File: src/rtl/gen_data_reg.sv
// Parametrised datapath register: load, step increment/decrement (wrap or saturate),
// serial shifts, registered carry/borrow/shift-out, zero flag and sticky overflow.
module gen_data_reg #(
    parameter int               WIDTH     = 16,
    parameter logic [WIDTH-1:0] STEP      = 1,
    parameter bit               SATURATE  = 1'b0,
    parameter logic [WIDTH-1:0] RESET_VAL = '0
) (
    input  logic             CLK,
    input  logic             RST_N,
    input  logic             CLR,
    input  logic             LD,
    input  logic             INC,
    input  logic             DEC,
    input  logic             SHL,
    input  logic             SHR,
    input  logic             SIN,
    input  logic             OVF_CLR,
    input  logic [WIDTH-1:0] D_IN,
    output logic [WIDTH-1:0] Q,
    output logic             COUT,
    output logic             ZERO,
    output logic             OVF
);

    logic [WIDTH-1:0] q_reg, q_next;
    logic             cout_reg, cout_next;
    logic             ovf_reg, ovf_next;
    logic [WIDTH:0]   sum_ext;
    logic [WIDTH:0]   diff_ext;
    logic [WIDTH-1:0] shl_val, shr_val;

    // The extra MSB of each extended result is the carry (sum) or borrow (difference).
    assign sum_ext  = {1'b0, q_reg} + {1'b0, STEP};
    assign diff_ext = {1'b0, q_reg} - {1'b0, STEP};

    genvar gi;
    generate
        for (gi = 0; gi < WIDTH; gi++) begin : g_shift
            if (gi == 0) begin : g_lsb
                assign shl_val[gi] = SIN;
            end else begin : g_mid_l
                assign shl_val[gi] = q_reg[gi-1];
            end
            if (gi == WIDTH-1) begin : g_msb
                assign shr_val[gi] = SIN;
            end else begin : g_mid_r
                assign shr_val[gi] = q_reg[gi+1];
            end
        end
    endgenerate

    always_comb begin
        q_next    = q_reg;
        cout_next = cout_reg;
        ovf_next  = ovf_reg & ~OVF_CLR;
        if (CLR) begin
            q_next    = '0;
            cout_next = 1'b0;
        end else if (LD) begin
            q_next    = D_IN;
            cout_next = 1'b0;
        end else if (INC && DEC) begin
            // Opposing steps cancel: nothing moves and shifts are suppressed.
            q_next    = q_reg;
        end else if (INC) begin
            cout_next = sum_ext[WIDTH];
            if (sum_ext[WIDTH]) begin
                ovf_next = 1'b1;
                q_next   = SATURATE ? '1 : sum_ext[WIDTH-1:0];
            end else begin
                q_next   = sum_ext[WIDTH-1:0];
            end
        end else if (DEC) begin
            cout_next = diff_ext[WIDTH];
            if (diff_ext[WIDTH]) begin
                ovf_next = 1'b1;
                q_next   = SATURATE ? '0 : diff_ext[WIDTH-1:0];
            end else begin
                q_next   = diff_ext[WIDTH-1:0];
            end
        end else if (SHL) begin
            q_next    = shl_val;
            cout_next = q_reg[WIDTH-1];
        end else if (SHR) begin
            q_next    = shr_val;
            cout_next = q_reg[0];
        end
    end

    always_ff @(posedge CLK) begin
        if (!RST_N) begin
            q_reg    <= RESET_VAL;
            cout_reg <= 1'b0;
            ovf_reg  <= 1'b0;
        end else begin
            q_reg    <= q_next;
            cout_reg <= cout_next;
            ovf_reg  <= ovf_next;
        end
    end

    assign Q    = q_reg;
    assign COUT = cout_reg;
    assign OVF  = ovf_reg;
    assign ZERO = (q_reg == '0);

endmodule

File: config.mk
export PLATFORM = sky130hd
export DESIGN_NAME = gen_data_reg
export DESIGN_NICKNAME = d
export VERILOG_FILES = /design/src/rtl/gen_data_reg.sv
export SDC_FILE = /design/constraint.sdc
export NUM_CORES = 1
export LEC_CHECK = 0
export CORE_MARGIN = 8
export CORE_UTILIZATION = 52
export DETAILED_ROUTE_END_ITERATION = 12
export PLACE_DENSITY = 0.81
export SETUP_SLACK_MARGIN = 0.2
export SLEW_MARGIN = 5
export SYNTH_ARGS = -nofsm -noshare
export SYNTH_HDL_FRONTEND = slang
export SYNTH_SLANG_ARGS = --single-unit
File: constraint.sdc
create_clock -name CLK -period 2.53 [get_ports CLK]
set_input_delay 0.506 -clock CLK [delete_from_list [all_inputs] [get_ports CLK]]
set_output_delay 0.506 -clock CLK [all_outputs]
set_load 0.1 [all_outputs]
==> report_table.html, run 1 <==
<table>
<tr><th>Metric</th><th>Value</th></tr>
<tr><th colspan="2">Clock tree</th></tr>
<tr><td>Hold buffer count at CTS</td><td>0</td></tr>
<tr><td>Maximum count of clock buffers along a single path</td><td>2</td></tr>
<tr><td>Root buffer cell</td><td>clkbuf_8</td></tr>
<tr><td>Number of post-CTS setup repair buffers</td><td>0</td></tr>
<tr><td>H-tree levels</td><td>1</td></tr>
<tr><td>Clock latency on the worst-skew pair</td><td>0.27 ns</td></tr>
<tr><td>Total clock sinks</td><td>18</td></tr>
<tr><td>TritonCTS clock tree</td><td>built</td></tr>
<tr><td>Clk slew on worst S/H paths</td><td>0.09 ns</td></tr>
<tr><td>Number of buffers created by CTS</td><td>3</td></tr>
<tr><td>Number of instances resized during post-cts repair</td><td>0</td></tr>
<tr><th colspan="2">Setup path</th></tr>
<tr><td>Largest fanout of any net on the critical path</td><td>10</td></tr>
<tr><td>Arrival time worst endpoint</td><td>1.78 ns</td></tr>
<tr><td>Required time reported for the critical path endpoint</td><td>2.02 ns</td></tr>
<tr><td>Logic depth of the worst setup path including buffers</td><td>4</td></tr>
<tr><td>Maximum cell stage delay along the critical path</td><td>0.42 ns</td></tr>
<tr><td>Crit path buf inv count</td><td>1</td></tr>
<tr><td>Category of the critical setup timing path</td><td>flop to output pin</td></tr>
<tr><td>Library cell contributing the largest single delay on the critical path</td><td>nor4_4</td></tr>
<tr><td>Worst reg-to-reg path cell count</td><td>6</td></tr>
<tr><td>Startpoint kind of the worst setup timing path</td><td>flop</td></tr>
<tr><td>Largest delay share family, worst path</td><td>simple AND/OR/NAND/NOR gates</td></tr>
<tr><td>Endpoint class of the critical path</td><td>output pin</td></tr>
<tr><td>CP cell instances</td><td>nor4_4, nand4_4, nor3b_4, buf_12</td></tr>
<tr><th colspan="2">Logic synthesis</th></tr>
<tr><td>Total nets after synthesis</td><td>311</td></tr>
<tr><td>Register bit count reported by yosys</td><td>18</td></tr>
<tr><td>Prevailing post-synth register cell</td><td>dfxtp_1</td></tr>
<tr><td>Number of standard cells after synthesis</td><td>282</td></tr>
<tr><td>Netlist area before placement</td><td>2137 um2</td></tr>
<tr><td>Proportion of synthesized chip area in sequential cells</td><td>0.1686</td></tr>
<tr><td>Synth unique cells</td><td>69</td></tr>
<tr><td>Yosys warning count</td><td>0</td></tr>
<tr><td>Post-synth EDFFs</td><td>0</td></tr>
<tr><td>Ys async rst share</td><td>0</td></tr>
<tr><td>Mean cell area of the mapped netlist</td><td>7.578 um2</td></tr>
<tr><th colspan="2">Global routing</th></tr>
<tr><td>Total overflow reported by the global router</td><td>0</td></tr>
<tr><td>Via count of the first global-routing pass</td><td>2278</td></tr>
<tr><td>Wire length of the first global-routing pass</td><td>12140 um</td></tr>
<tr><td>Number of antenna violations at the first check in global routing</td><td>0</td></tr>
<tr><td>Total Routing Usage GR</td><td>0.2383</td></tr>
<tr><td>Largest net degree at the start of global routing</td><td>22</td></tr>
<tr><th colspan="2">Timing</th></tr>
<tr><td>Final hold slack</td><td>0.4983 ns</td></tr>
<tr><td>Final setup viols</td><td>0</td></tr>
<tr><td>Final setup TNS</td><td>0 ns</td></tr>
<tr><td>Count of pins over their slew limit</td><td>0</td></tr>
<tr><td>Min cycle time layout</td><td>2.286 ns</td></tr>
<tr><td>Final count of hold timing violations</td><td>0</td></tr>
<tr><td>Top achievable clock speed</td><td>437.4 MHz</td></tr>
<tr><td>RSZ-0062 raised after global routing</td><td>false</td></tr>
<tr><td>Worst slew margin relative to its limit</td><td>0.6060</td></tr>
<tr><td>Worst setup skew after layout</td><td>0.007259 ns</td></tr>
<tr><td>Slew at the pin with the worst max-slew slack</td><td>0.5856 ns</td></tr>
<tr><td>Part of the cycle the worst path needs</td><td>0.9036</td></tr>
<tr><th colspan="2">Run status</th></tr>
<tr><td>Status</td><td>completed</td></tr>
<tr><th colspan="2">Die</th></tr>
<tr><td>Effective utilization at floorplan</td><td>0.5381</td></tr>
<tr><td>Standard-cell row count</td><td>23</td></tr>
<tr><td>Full die area</td><td>6417 um2</td></tr>
<tr><td>Io pins</td><td>45</td></tr>
<tr><td>Die width</td><td>80.11 um</td></tr>
<tr><td>Std-Cell Core Area</td><td>3971 um2</td></tr>
<tr><td>Y dimension of the die</td><td>80.11 um</td></tr>
<tr><th colspan="2">Final layout</th></tr>
<tr><td>Total inserted antenna cells</td><td>0</td></tr>
<tr><td>Post-synthesis to final-layout area growth</td><td>26.11%</td></tr>
<tr><td>Total Nets Final</td><td>348</td></tr>
<tr><td>Layout cell share with drive strength beyond 1</td><td>0.2673</td></tr>
<tr><th colspan="2">Drt</th></tr>
<tr><td>Detailed router's first-iteration violation count</td><td>332</td></tr>
<tr><td>Drc violations</td><td>0</td></tr>
<tr><td>Post-route ant nets</td><td>0</td></tr>
<tr><td>Wirelength per Cell</td><td>20.42 um</td></tr>
<tr><td>Number of iterations in the first detailed-routing pass</td><td>4</td></tr>
<tr><td>Via count</td><td>2354</td></tr>
<tr><td>Drt via density</td><td>6.397</td></tr>
<tr><td>Wirelength, routed</td><td>7515 um</td></tr>
<tr><th colspan="2">Hold path</th></tr>
<tr><td>Instance count along the most critical hold path</td><td>2</td></tr>
<tr><td>Tightest Hold Check Type</td><td>flop to flop</td></tr>
<tr><th colspan="2">Power</th></tr>
<tr><td>Power density normalized to cell area</td><td>412.1 nW/um2</td></tr>
<tr><td>Switching part of the total</td><td>0.4325</td></tr>
<tr><td>Clock power share</td><td>0.235</td></tr>
<tr><td>Int Power</td><td>630.2 uW</td></tr>
<tr><td>Max IR drop VDD</td><td>259.2 uV</td></tr>
<tr><td>Lkg Pwr</td><td>0.9858 nW</td></tr>
<tr><td>Comb pwr share</td><td>0.458</td></tr>
<tr><td>Sequential power share</td><td>0.306</td></tr>
<tr><td>Power dissipated by switching net loads</td><td>480.3 uW</td></tr>
<tr><th colspan="2">Job</th></tr>
<tr><td>Max capacitance violation total</td><td>0</td></tr>
<tr><th colspan="2">Placement</th></tr>
<tr><td>Half-perimeter wire length of the detailed placement result</td><td>5528 um</td></tr>
<tr><td>Final Wtd Congestion</td><td>0.9916</td></tr>
<tr><td>Port buffer count</td><td>44</td></tr>
</table>
## power groups by stage
stage / sequential [mW] / clock [mW] / combinational (mW)
3_5_place_dp: 0.346 / 0 / 0.502
4_1_cts: 0.339 / 0.261 / 0.504
5_1_grt: 0.344 / 0.275 / 0.539
6_report: 0.340 / 0.261 / 0.509
3_3_place_gp: 0.346 / 0 / 0.500
2_1_floorplan: 0.410 / 0 / 0.291
## metrics by stage
stage	util	power, mW	worst slack [ns]	cell area (um2)	instances
floorplan	-	0.7010	-0.05176	2188	282
global placement	0.6641	0.8458	0.2172	2638	364
detailed placement	0.6641	0.8485	0.2124	2638	364
CTS	0.6780	1.104	0.2243	2693	368
global route	0.6786	1.158	0.2000	2695	368
finish	0.6786	1.111	0.2439	2695	368
## flip-flops by register name, indices dropped and copies added, names as in the netlist
| register | cells |
|---|---|
| Q | 16 |
| COUT | 1 |
| OVF | 1 |
## routing by layer
metal,GRT usage,part of all wire
met2,0.3654,0.45
met3,0.03683,0.087
met4,0.1018,0.029
met1,0.3206,0.43
met5,0,0
## worst paths after layout
kind	from	end	slack (ns)
hold reg to reg	OVF$_SDFF_PN0_	OVF$_SDFF_PN0_	0.50
setup reg to reg	Q[0]$_SDFFE_PP0P_	Q[12]$_SDFFE_PP0P_	0.34
hold / removal	OVF$_SDFF_PN0_	OVF$_SDFF_PN0_	0.50
setup / recovery	Q[5]$_SDFFE_PP0P_	ZERO	0.24
## worst register-to-register path: cells and delay by family (launching register included)
| kind | cells | cell delay (ns) |
|---|---|---|
| XOR/XNOR | 1 | 0.17 |
| flip-flops | 1 | 0.45 |
| AND/OR/NAND/NOR | 2 | 0.70 |
| AO/OA/AOI/OAI | 2 | 0.49 |
| adder cells (fa/ha/maj) | 1 | 0.26 |
## cells by family (layout without fill, tap and decap cells)
| group | count (synthesis) | in the layout | share of synthesized area |
|---|---|---|---|
| adders and majority gates | 3 | 3 | 0.01757 |
| muxes | 9 | 9 | 0.04391 |
| buffers and inverters | 45 | 81 | 0.1042 |
| and+or+nand+nor | 104 | 104 | 0.2898 |
| DFF | 18 | 18 | 0.1686 |
| AOI/OAI and AO/OA | 88 | 88 | 0.3144 |
| xor gates and xnor gates | 15 | 15 | 0.06148 |
## cell type report
cell class              count  area [um2]
clock buffers               4       55.05
flip-flops and latches     18       391.6
well taps                  50       62.56
multi-input cells         219        1570
repair buffers             67       578.1
fillers                   355        1276
inverters                  10       37.54
## cells in the mapped netlist (3+ instances only)
library cell	number	share of area
a31oi_1	5	0.015
mux2i_1	6	0.028
o21ai_0	17	0.040
nand3_1	15	0.035
nor2b_1	4	0.012
xor2_1	3	0.012
nand4_1	4	0.012
clkbuf_1	13	0.023
mux2_2	3	0.016
buf_6	4	0.021
a22oi_1	3	0.011
nor3_1	8	0.019
nor2_1	18	0.032
buf_2	16	0.037
nand4b_1	3	0.012
a21oi_1	12	0.028
a211oi_1	9	0.032
xnor2_1	12	0.049
nand2b_1	3	0.0088
o31ai_1	5	0.018
nand2_1	26	0.046
dfxtp_1	18	0.17
inv_1	10	0.018
ha_1	3	0.018
## cells in the final DEF, fill, tap and decap left out, drive strengths merged, types with 4 or more instances in the layout
cell type	count
inv	10
nand3	17
a31oi	5
nor2b	4
mux2i	6
nor3	9
nor4	5
buf	42
nand2	26
dfxtp	18
nor2	19
nand4	7
xnor2	12
a221oi	4
a211oi	9
clkdlybuf4s50	25
o21ai	18
a21oi	12
clkbuf	4
o31ai	6
(Power assumes the default switching activity.)
==> inputs of run 2 (changes only) <==
Settings changed: CORE_UTILIZATION 52 to 47, PLACE_DENSITY 0.81 to 0.77.
Clock period 2.53 ns to 2 ns, I/O delays scaled along.
==> run 2 against run 1 <==
  * Largest cell class unchanged
  * The run now ends with setup timing left
  * Critical path depth unchanged
  * Non-clock buffer count up 48
  * Clock skew up 0.0033 ns
==> report_table.html, run 2 (synthesis results as in run 1) <==
<table>
<tr><th>Metric</th><th>Value</th></tr>
<tr><th colspan="2">Run status</th></tr>
<tr><td>Status</td><td>finished, violations left</td></tr>
<tr><td>Violations in the final reports</td><td>setup timing</td></tr>
<tr><th colspan="2">Setup path</th></tr>
<tr><td>Arrival time worst endpoint</td><td>1.63 ns (-0.15 ns)</td></tr>
<tr><td>Startpoint kind of the worst setup timing path</td><td>flop</td></tr>
<tr><td>Required time reported for the critical path endpoint</td><td>1.60 ns (-0.42 ns)</td></tr>
<tr><td>Endpoint class of the critical path</td><td>output pin</td></tr>
<tr><td>Largest fanout of any net on the critical path</td><td>2 (-8)</td></tr>
<tr><td>Largest delay share family, worst path</td><td>simple AND/OR/NAND/NOR gates</td></tr>
<tr><td>Category of the critical setup timing path</td><td>flop to output pin</td></tr>
<tr><td>Maximum cell stage delay along the critical path</td><td>0.37 ns (-0.05 ns)</td></tr>
<tr><td>Library cell contributing the largest single delay on the critical path</td><td>dfxtp_4</td></tr>
<tr><td>CP cell instances</td><td>nor4_4, nand4_4, nor3b_4, buf_12</td></tr>
<tr><td>Crit path buf inv count</td><td>1 (unchanged)</td></tr>
<tr><th colspan="2">Timing</th></tr>
<tr><td>Min cycle time layout</td><td>2.029 ns</td></tr>
<tr><td>Worst setup skew after layout</td><td>0.01052 ns (+0.003259 ns)</td></tr>
<tr><td>RSZ-0062 raised after global routing</td><td>true</td></tr>
<tr><td>Slew at the pin with the worst max-slew slack</td><td>0.3295 ns (-0.2561 ns)</td></tr>
<tr><td>Part of the cycle the worst path needs</td><td>1.014</td></tr>
<tr><td>Top achievable clock speed</td><td>493.0 MHz</td></tr>
<tr><td>Worst slew margin relative to its limit</td><td>0.7775 (+0.1715)</td></tr>
<tr><td>Final setup TNS</td><td>-0.02856 ns (-0.02856 ns)</td></tr>
<tr><td>Count of pins over their slew limit</td><td>0 (unchanged)</td></tr>
<tr><td>Final count of hold timing violations</td><td>0 (unchanged)</td></tr>
<tr><td>Final setup viols</td><td>1 (+1)</td></tr>
<tr><td>Final hold slack</td><td>0.4975 ns (-0.0007800 ns)</td></tr>
<tr><td>Final critical-path setup slack</td><td>-0.02856 ns (-0.2724 ns)</td></tr>
<tr><th colspan="2">Final layout</th></tr>
<tr><td>Total Nets Final</td><td>396 (+14%)</td></tr>
<tr><td>Post-layout util</td><td>0.7934 (+0.1148)</td></tr>
<tr><td>Total inserted antenna cells</td><td>0 (unchanged)</td></tr>
<tr><td>Post-synthesis to final-layout area growth</td><td>61.65%</td></tr>
<tr><td>Commonest cells after routing, fill and taps aside</td><td>buf_4, nand2_1, clkdlybuf4s50_1</td></tr>
<tr><td>Max FFs per register</td><td>16 (unchanged)</td></tr>
<tr><td>Layout cell share with drive strength beyond 1</td><td>0.4317 (+0.1644)</td></tr>
<tr><td>Most common library cell in the layout ignoring fill and taps</td><td>buf_4</td></tr>
<tr><th colspan="2">Clock tree</th></tr>
<tr><td>H-tree levels</td><td>1 (unchanged)</td></tr>
<tr><td>Clk slew on worst S/H paths</td><td>0.09 ns (about the same)</td></tr>
<tr><td>Number of buffers created by CTS</td><td>3 (unchanged)</td></tr>
<tr><td>Root buffer cell</td><td>clkbuf_8</td></tr>
<tr><td>Maximum count of clock buffers along a single path</td><td>2 (unchanged)</td></tr>
<tr><td>TritonCTS clock tree</td><td>built</td></tr>
<tr><td>Total clock sinks</td><td>18 (unchanged)</td></tr>
<tr><td>Clock latency on the worst-skew pair</td><td>0.26 ns (about the same)</td></tr>
<tr><th colspan="2">Die</th></tr>
<tr><td>Y dimension of the die</td><td>83.43 um (+4.2%)</td></tr>
<tr><td>Std-Cell Core Area</td><td>4354 um2 (+9.6%)</td></tr>
<tr><td>Effective utilization at floorplan</td><td>0.4908 (-0.04732)</td></tr>
<tr><td>Full die area</td><td>6961 um2 (+8.5%)</td></tr>
<tr><td>Die width</td><td>83.43 um (+4.2%)</td></tr>
<tr><td>Standard-cell row count</td><td>24 (+4.3%)</td></tr>
<tr><td>Io pins</td><td>45 (unchanged)</td></tr>
<tr><th colspan="2">Power</th></tr>
<tr><td>Lkg Pwr</td><td>1.376 nW (+40%)</td></tr>
<tr><td>Power density normalized to cell area</td><td>464.1 nW/um2 (+13%)</td></tr>
<tr><td>Max IR drop VDD</td><td>299.1 uV (+15%)</td></tr>
<tr><th colspan="2">Drt</th></tr>
<tr><td>Wirelength per Cell</td><td>22.32 um (+9.3%)</td></tr>
<tr><td>Drc violations</td><td>0 (unchanged)</td></tr>
<tr><td>Wirelength, routed</td><td>9330 um (+24%)</td></tr>
<tr><td>Post-route ant nets</td><td>0 (unchanged)</td></tr>
<tr><td>Via count</td><td>2829 (+20%)</td></tr>
<tr><td>Detailed router's first-iteration violation count</td><td>293 (-12%)</td></tr>
<tr><td>Number of iterations in the first detailed-routing pass</td><td>5 (+1)</td></tr>
<tr><td>Drt via density</td><td>6.768 (+5.8%)</td></tr>
<tr><th colspan="2">Placement</th></tr>
<tr><td>Half-perimeter wire length of the detailed placement result</td><td>6527 um (+18%)</td></tr>
<tr><td>Port buffer count</td><td>44 (unchanged)</td></tr>
<tr><td>Final Wtd Congestion</td><td>1.001 (+0.98%)</td></tr>
<tr><th colspan="2">Global routing</th></tr>
<tr><td>Total overflow reported by the global router</td><td>0 (unchanged)</td></tr>
<tr><td>Largest net degree at the start of global routing</td><td>15 (-32%)</td></tr>
<tr><td>Number of antenna violations at the first check in global routing</td><td>0 (unchanged)</td></tr>
<tr><td>Total Routing Usage GR</td><td>0.2393 (+0.0009841)</td></tr>
<tr><td>Via count of the first global-routing pass</td><td>2723 (+20%)</td></tr>
<tr><td>Wire length of the first global-routing pass</td><td>13930 um (+15%)</td></tr>
<tr><th colspan="2">Hold path</th></tr>
<tr><td>Tightest Hold Check Type</td><td>flop to flop</td></tr>
<tr><th colspan="2">Job</th></tr>
<tr><td>Max capacitance violation total</td><td>0 (unchanged)</td></tr>
</table>
==> run 2: cell types whose count changed in the layout (fill, tap and decap cells not counted), moves of 8 or more <==
cell and change:
buf_12 +10, dfxtp_4 +9, buf_4 +25, dfxtp_2 -8, buf_6 +12
==> run 2: final cells by class <==
type / count / area [um2]
timing repair buffer: 115 / 1116
fill: 298 / 899.6
tap: 52 / 65.06
multi-input combinational: 219 / 1758
inverter: 10 / 45.04
sequential: 18 / 415.4
clock buffer: 4 / 55.05
==> run 2: repair_timing <==
action                     CTS  global route
setup buffers               11             5
pin swaps                   11            22
setup endpoints to repair   16            14
hold buffers                 0             0
hold endpoints to repair     0             0
gates resized for setup     17            31
==> run 2: worst paths after layout <==
path / from / end / slack (ns) / cells past startpoint
setup / recovery: Q[5]$_SDFFE_PP0P_ / ZERO / -0.03 / 4
hold / removal: OVF$_SDFF_PN0_ / OVF$_SDFF_PN0_ / 0.50 / 2
setup reg to reg: Q[5]$_SDFFE_PP0P_ / Q[15]$_SDFFE_PP0P_ / 0.09 / 8
hold reg to reg: OVF$_SDFF_PN0_ / OVF$_SDFF_PN0_ / 0.50 / 2
==> run 2: worst reg2reg max path, cell delays in order (launching register included) <==
cell and delay (ns):
dfxtp_4 0.37, nor4_4 0.37, nand4_4 0.16, buf_4 0.17, buf_4 0.12, buf_4 0.13
o311ai_2 0.20, nand2_1 0.10, a221oi_2 0.21
==> run 2: per-layer routing <==
layer  part of all wire  GRT usage  vias to the layer above  routed length (um)
li1                   -          -                     1230                   -
met1               0.38     0.2790                     1347                3567
met2               0.48     0.3967                      204                4507
met3              0.093    0.05762                       48                 871
met4              0.041     0.1209                        0                 384
met5                  0          0                        -                   0
==> run 2: metrics by stage <==
step                      setup slack [ns]  area [um2]  total power [mW]  std cells
after floorplan                    -0.4755        2287            0.8943        282
after global placement             -0.1686        3067             1.163        398
after detailed placement           -0.1894        3067             1.170        398
after CTS                         -0.03404        3287             1.537        413
after global routing              -0.05480        3455             1.663        418
final                             -0.02856        3455             1.603        418
==> run 2: power by group <==
part	total (mW)	leakage (nW)	switching (mW)	internal, mW
Combinational	0.868	1.19	0.487	0.381
Clock	0.319	0.0288	0.144	0.175
Sequential	0.416	0.158	0.0481	0.368
